[config.mk]
export PLATFORM = sky130hd
export DESIGN_NAME = set_dispatch
export DESIGN_NICKNAME = d
export VERILOG_FILES = /design/src/rtl/set_dispatch.sv
export SDC_FILE = /design/constraint.sdc
export NUM_CORES = 1
export LEC_CHECK = 0
export CAP_MARGIN = 20
export CORE_ASPECT_RATIO = 2
export CORE_MARGIN = 4
export CORE_UTILIZATION = 40
export DETAILED_ROUTE_END_ITERATION = 8
export SLEW_MARGIN = 20
export SYNTH_ARGS = -nofsm -noshare
export SYNTH_HDL_FRONTEND = slang
export SYNTH_SLANG_ARGS = --single-unit
[constraint.sdc]
create_clock -name clk -period 3.4 [get_ports clk]
set_input_delay 0.51 -clock clk [delete_from_list [all_inputs] [get_ports clk]]
set_output_delay 0.51 -clock clk [all_outputs]
set_load 0.05 [all_outputs]
[src/rtl/set_dispatch.sv]
// Job FIFO in front of a single-outstanding set-counting engine. Jobs are issued
// in order, each engine answer (or a timeout) becomes a tagged result record.
module set_dispatch #(
  parameter int FIFO_DEPTH = 4,
  parameter int TIMEOUT    = 1023
) (
  input  logic        clk,
  input  logic        rst,
  input  logic        job_valid,
  output logic        job_ready,
  input  logic [23:0] job_central,
  input  logic [11:0] job_radius,
  input  logic [1:0]  job_mode,
  output logic        set_en,
  output logic [23:0] set_central,
  output logic [11:0] set_radius,
  output logic [1:0]  set_mode,
  input  logic        set_valid,
  input  logic [7:0]  set_candidate,
  output logic        res_valid,
  output logic [7:0]  res_candidate,
  output logic [3:0]  res_tag,
  output logic        res_err,
  input  logic        res_ready
);
  localparam int AW = $clog2(FIFO_DEPTH);
  localparam int CW = $clog2(FIFO_DEPTH) + 1;
  // The wait counter only ever holds 0..TIMEOUT-1.
  localparam int TW = (TIMEOUT > 1) ? $clog2(TIMEOUT) : 1;

  typedef struct packed {
    logic [23:0] central;
    logic [11:0] radius;
    logic [1:0]  mode;
  } job_t;

  typedef enum logic [1:0] {IDLE, ISSUE, WAIT, HOLD} state_t;

  job_t            mem [FIFO_DEPTH];
  job_t            head;
  logic [AW-1:0]   wr_ptr, rd_ptr;
  logic [CW-1:0]   count;
  logic            push, pop;
  state_t          state;
  logic [3:0]      tag;
  logic [TW-1:0]   cnt;

  assign job_ready = (count != CW'(FIFO_DEPTH));
  assign push      = job_valid && job_ready;
  assign pop       = (state == IDLE) && (count != '0) && !res_valid;
  assign head      = mem[rd_ptr];

  always_ff @(posedge clk) begin
    if (push) mem[wr_ptr] <= {job_central, job_radius, job_mode};
  end

  always_ff @(posedge clk) begin
    if (rst) begin
      wr_ptr <= '0;
      rd_ptr <= '0;
      count  <= '0;
    end else begin
      if (push) wr_ptr <= wr_ptr + AW'(1);
      if (pop)  rd_ptr <= rd_ptr + AW'(1);
      count <= count + CW'(push) - CW'(pop);
    end
  end

  always_ff @(posedge clk) begin
    if (rst) begin
      state         <= IDLE;
      tag           <= '0;
      cnt           <= '0;
      set_en        <= 1'b0;
      set_central   <= '0;
      set_radius    <= '0;
      set_mode      <= '0;
      res_valid     <= 1'b0;
      res_candidate <= '0;
      res_tag       <= '0;
      res_err       <= 1'b0;
    end else begin
      case (state)
        IDLE: if (pop) begin
          set_central <= head.central;
          set_radius  <= head.radius;
          set_mode    <= head.mode;
          set_en      <= 1'b1;
          state       <= ISSUE;
        end
        ISSUE: begin
          set_en <= 1'b0;
          cnt    <= '0;
          state  <= WAIT;
        end
        // An answer in the last allowed cycle still beats the timeout.
        WAIT: if (set_valid) begin
          res_valid     <= 1'b1;
          res_candidate <= set_candidate;
          res_err       <= 1'b0;
          res_tag       <= tag;
          tag           <= tag + 4'd1;
          state         <= HOLD;
        end else if (cnt == TW'(TIMEOUT - 1)) begin
          res_valid     <= 1'b1;
          res_candidate <= '0;
          res_err       <= 1'b1;
          res_tag       <= tag;
          tag           <= tag + 4'd1;
          state         <= HOLD;
        end else begin
          cnt <= cnt + TW'(1);
        end
        HOLD: if (res_ready) begin
          res_valid <= 1'b0;
          state     <= IDLE;
        end
        default: state <= IDLE;
      endcase
    end
  end
endmodule

==> reports/metrics.csv <==
stage,metric,value,unit
synth,Yosys reg bits,228,
sta,Fmax,381.5,MHz
synth,Synth async-reset ratio,0,
synth,largest cells by area after synthesis,"edfxtp_1 (52%), dfxtp_1 (17%), mux4_2 (9.8%)",
clock_tree,worst skew pair latency,0.49,ns
sta,count of pins over their slew limit,0,
min_path,Worst Hold Path EP,res_tag[0]$_SDFFE_PP0P_,
synth,largest family of logic cells by synthesized area,multiplexers,
synth,Synth Warn #,0,
critical_path,R2R Path End,count[2]$_SDFF_PP0_,
critical_path,crit path kind,reg2out,
run_status,outcome,"finished, final reports clean",
critical_path,nature of the critical path endpoint,output pin,
min_path,hold path depth,2,
layout,Area Growth Syn to Fin,22.78,%
power_and_ir_drop,Peak VDD IR,431.2,uV
route,routed length per instance,19.48,um
critical_path,Top Family by Delay on Critical Path,buffers and inverters,
critical_path,CP max FO,6,
route,DR pass1 iterations,4,
grt,vias in the first global route,5680,
synth,Synthesized Nets,629,
synth,Post-Synth Adder-Cell Area,0.02243,
synth,syn avg cell area,15.45,sq um
min_path,Hold/Removal Path Class,reg2reg,
grt,GRT overflow,0,
synth,XOR/XNOR share of the synthesized area,0.005033,
clock_tree,hold buffers post-CTS,0,
synth,post-synth top area share,0.5246,
critical_path,Crit-path slowest cell,clkdlybuf4s50_1,
floorplanning,Core Region,21490,sq um
critical_path,"Cell Chain, Critical Path","or3b_1, clkdlybuf4s50_1",
sta,Slew @ Worst Pin,0.8493,ns
critical_path,CP Buf/Inv Count,1,
route,Routed Wire Length,18.65,mm
floorplanning,IO Count,105,
layout,post-layout net count,736,
critical_path,R2R depth,10,
clock_tree,CTS tree,done,
floorplanning,die height,216.6,um
sta,"Hold Vio Cnt, Final",0,
synth,simple-gate share of the synthesized area,0.08542,
power_and_ir_drop,Pwr Total,8.847,mW
critical_path,Critical Path Max Stage Delay,0.77,ns
sta,RSZ-0062 raised after global routing,false,
layout,Seq. cell area,6093,sq um
clock_tree,Num CTS Buffers,21,
critical_path,R2R Setup Slk,0.96,ns
sta,final setup fails,0,
clock_tree,Post-CTS Repair Setup Buffers,0,
placed_design,IO Port Bufs,104,
layout,n_diodes,0,
floorplanning,die footprint,24320,sq um
synth,Mapped Area,8701,sq um
sta,setup TNS,0,ns
synth,most numerous cell in the Yosys netlist,edfxtp_1,
synth,Synth Instances,563,
synth,"Distinct cells, synth",53,
synth,Main synth FF type,edfxtp_1,
min_path,HP Start,res_tag[0]$_SDFFE_PP0P_,
clock_tree,H-tree depth,1,
sta,crit path time final,2.621,ns
placed_design,GPL Wtd Cong,0.7827,
power_and_ir_drop,Pwr Density,828.2,nW/um^2
flow_run,maxcap violations,0,
grt,pin count of the biggest net entering global routing,57,
clock_tree,CTS clock-pin slew for the worst setup and hold paths,0.06,ns
synth,sequential area share after synthesis,0.6995,
floorplanning,Horiz. Die Dim,112.3,um
synth,Post-synth EDFFs,152,
floorplanning,Initial Util,0.4049,
sta,period utilization,0.7709,
sta,final hold slack,0.4541,ns
route,vias per cell,5.284,
layout,area of the multi-input gates,2434,sq um
critical_path,crit path from,count[2]$_SDFF_PP0_,
sta,Fin Clk Skew,0.009167,ns
power_and_ir_drop,P_leak,3.522,nW
critical_path,Critical Path RT,2.89,ns
grt,first-pass GRT wire length,30.17,mm
synth,post-synthesis mux area share,0.1053,
placed_design,DPL Wire Length,11.72,mm
clock_tree,Root Buffer,clkbuf_16,
critical_path,Critical Path Source Type,flip-flop,
critical_path,Critical R2R Launch,count[2]$_SDFF_PP0_,
layout,filler instances,1910,
synth,leading area contributor after synthesis,edfxtp_1,
sta,Slew headroom,0.4338,
clock_tree,Clock Path Buffers,3,
grt,initial antenna violation count,0,
clock_tree,CTS resizes,0,
route,remaining antenna violation count after routing,0,
synth,Synth top cells by count,"edfxtp_1 (152), nand2_1 (92), dfxtp_1 (76)",
clock_tree,total clock sinks,228,
floorplanning,# rows,76,
route,vias,5057,
route,DRC,0,
synth,compound-gate portion of the synthesized area,0.06097,
grt,Tot GR Track Use,0.1556,
layout,share of layout cells above drive strength 1,0.1330,
route,Iter 0 DRT Violations,347,
critical_path,Worst EP arrival,2.11,ns
placed cells by master, fill, tap and decap left out, drive strengths merged, types with 3 or more instances in the layout:
master and n:
o31ai 6, clkdlybuf4s50 103, nand3 8, clkinv 4
nand3b 3, mux2i 6, edfxtp 152, and3 9
a31o 3, or4 5, nor2 9, mux4 38
nand2 92, clkbuf 29, dfxtp 76, and2 4
bufinv 3, buf 8, inv 12, a21oi 51
xnor2 4, nand2b 3, a211oi 3, nand4 3
o21ai 4, a31oi 3, ha 14, a22o 8
final cells by class:
class                      instances  share of cell area
sequential                       228              0.5704
multi-input combinational        296              0.2278
timing repair buffer             111              0.1031
clock buffer                      29             0.05200
tap                              273             0.03197
clock inverter                     8             0.01054
inverter                          12            0.004216
how the worst max path moves through the flow:
stage / end / depth (start not counted)
floorplan: count[2]$_SDFF_PP0_ / 10
global placement: count[2]$_SDFF_PP0_ / 10
detailed placement: count[2]$_SDFF_PP0_ / 10
CTS: job_ready / 2
global route: job_ready / 2
finish: job_ready / 2
kinds of logic after synthesis:
family                     after synthesis
AOI/OAI and AO/OA                       83
xor gates and xnor gates                 5
adders and majority gates               15
buffers and inverters                   39
DFF                                    228
muxes                                   44
and+or+nand+nor                        149
worst register-to-register path, stage by stage, from the launching register on:
cell and delay [ns]:
dfxtp_1 0.38, or3b_1 0.47, and2_1 0.24, inv_1 0.09, ha_1 0.13, inv_1 0.04
ha_1 0.18, fa_1 0.38, xnor2_1 0.18, xnor2_1 0.15, nor2_1 0.06
per-layer routing:
| metal | vias to the layer above | wire length, um | global-route usage |
|---|---|---|---|
| li1 | 2339 | - | - |
| met1 | 2568 | 6710 | 0.1598 |
| met2 | 120 | 10830 | 0.3156 |
| met3 | 30 | 702 | 0.02263 |
| met4 | 0 | 401 | 0.04493 |
| met5 | - | 0 | 0 |
stage by stage:
stage	area, sq um	std cells	setup WS, ns	util
2_1_floorplan	8701	563	0.9167	-
3_3_place_gp	10010	920	0.7575	0.4659
3_5_place_dp	10010	920	0.6696	0.4659
4_1_cts	10680	957	0.7553	0.4970
5_1_grt	10680	957	0.7311	0.4971
6_report	10680	957	0.7789	0.4971
sequential cells by signal (all words and copies together) (netlist names), 2 cells and up:
register,cells
set_mode,2
rd_ptr,2
res_candidate,8
tag,4
set_central,24
state,2
set_radius,12
res_tag,4
wr_ptr,2
mem,152
count,3
cnt,10
report_power, final:
| group | internal [mW] | switching, mW | total, mW |
|---|---|---|---|
| logic | 1.08 | 1.66 | 2.74 |
| registers | 3.41 | 0.371 | 3.78 |
| clock network | 1.37 | 0.957 | 2.33 |
| total | 5.86 | 2.99 | 8.85 |
Note: power is estimated with default switching activity, not from simulation.
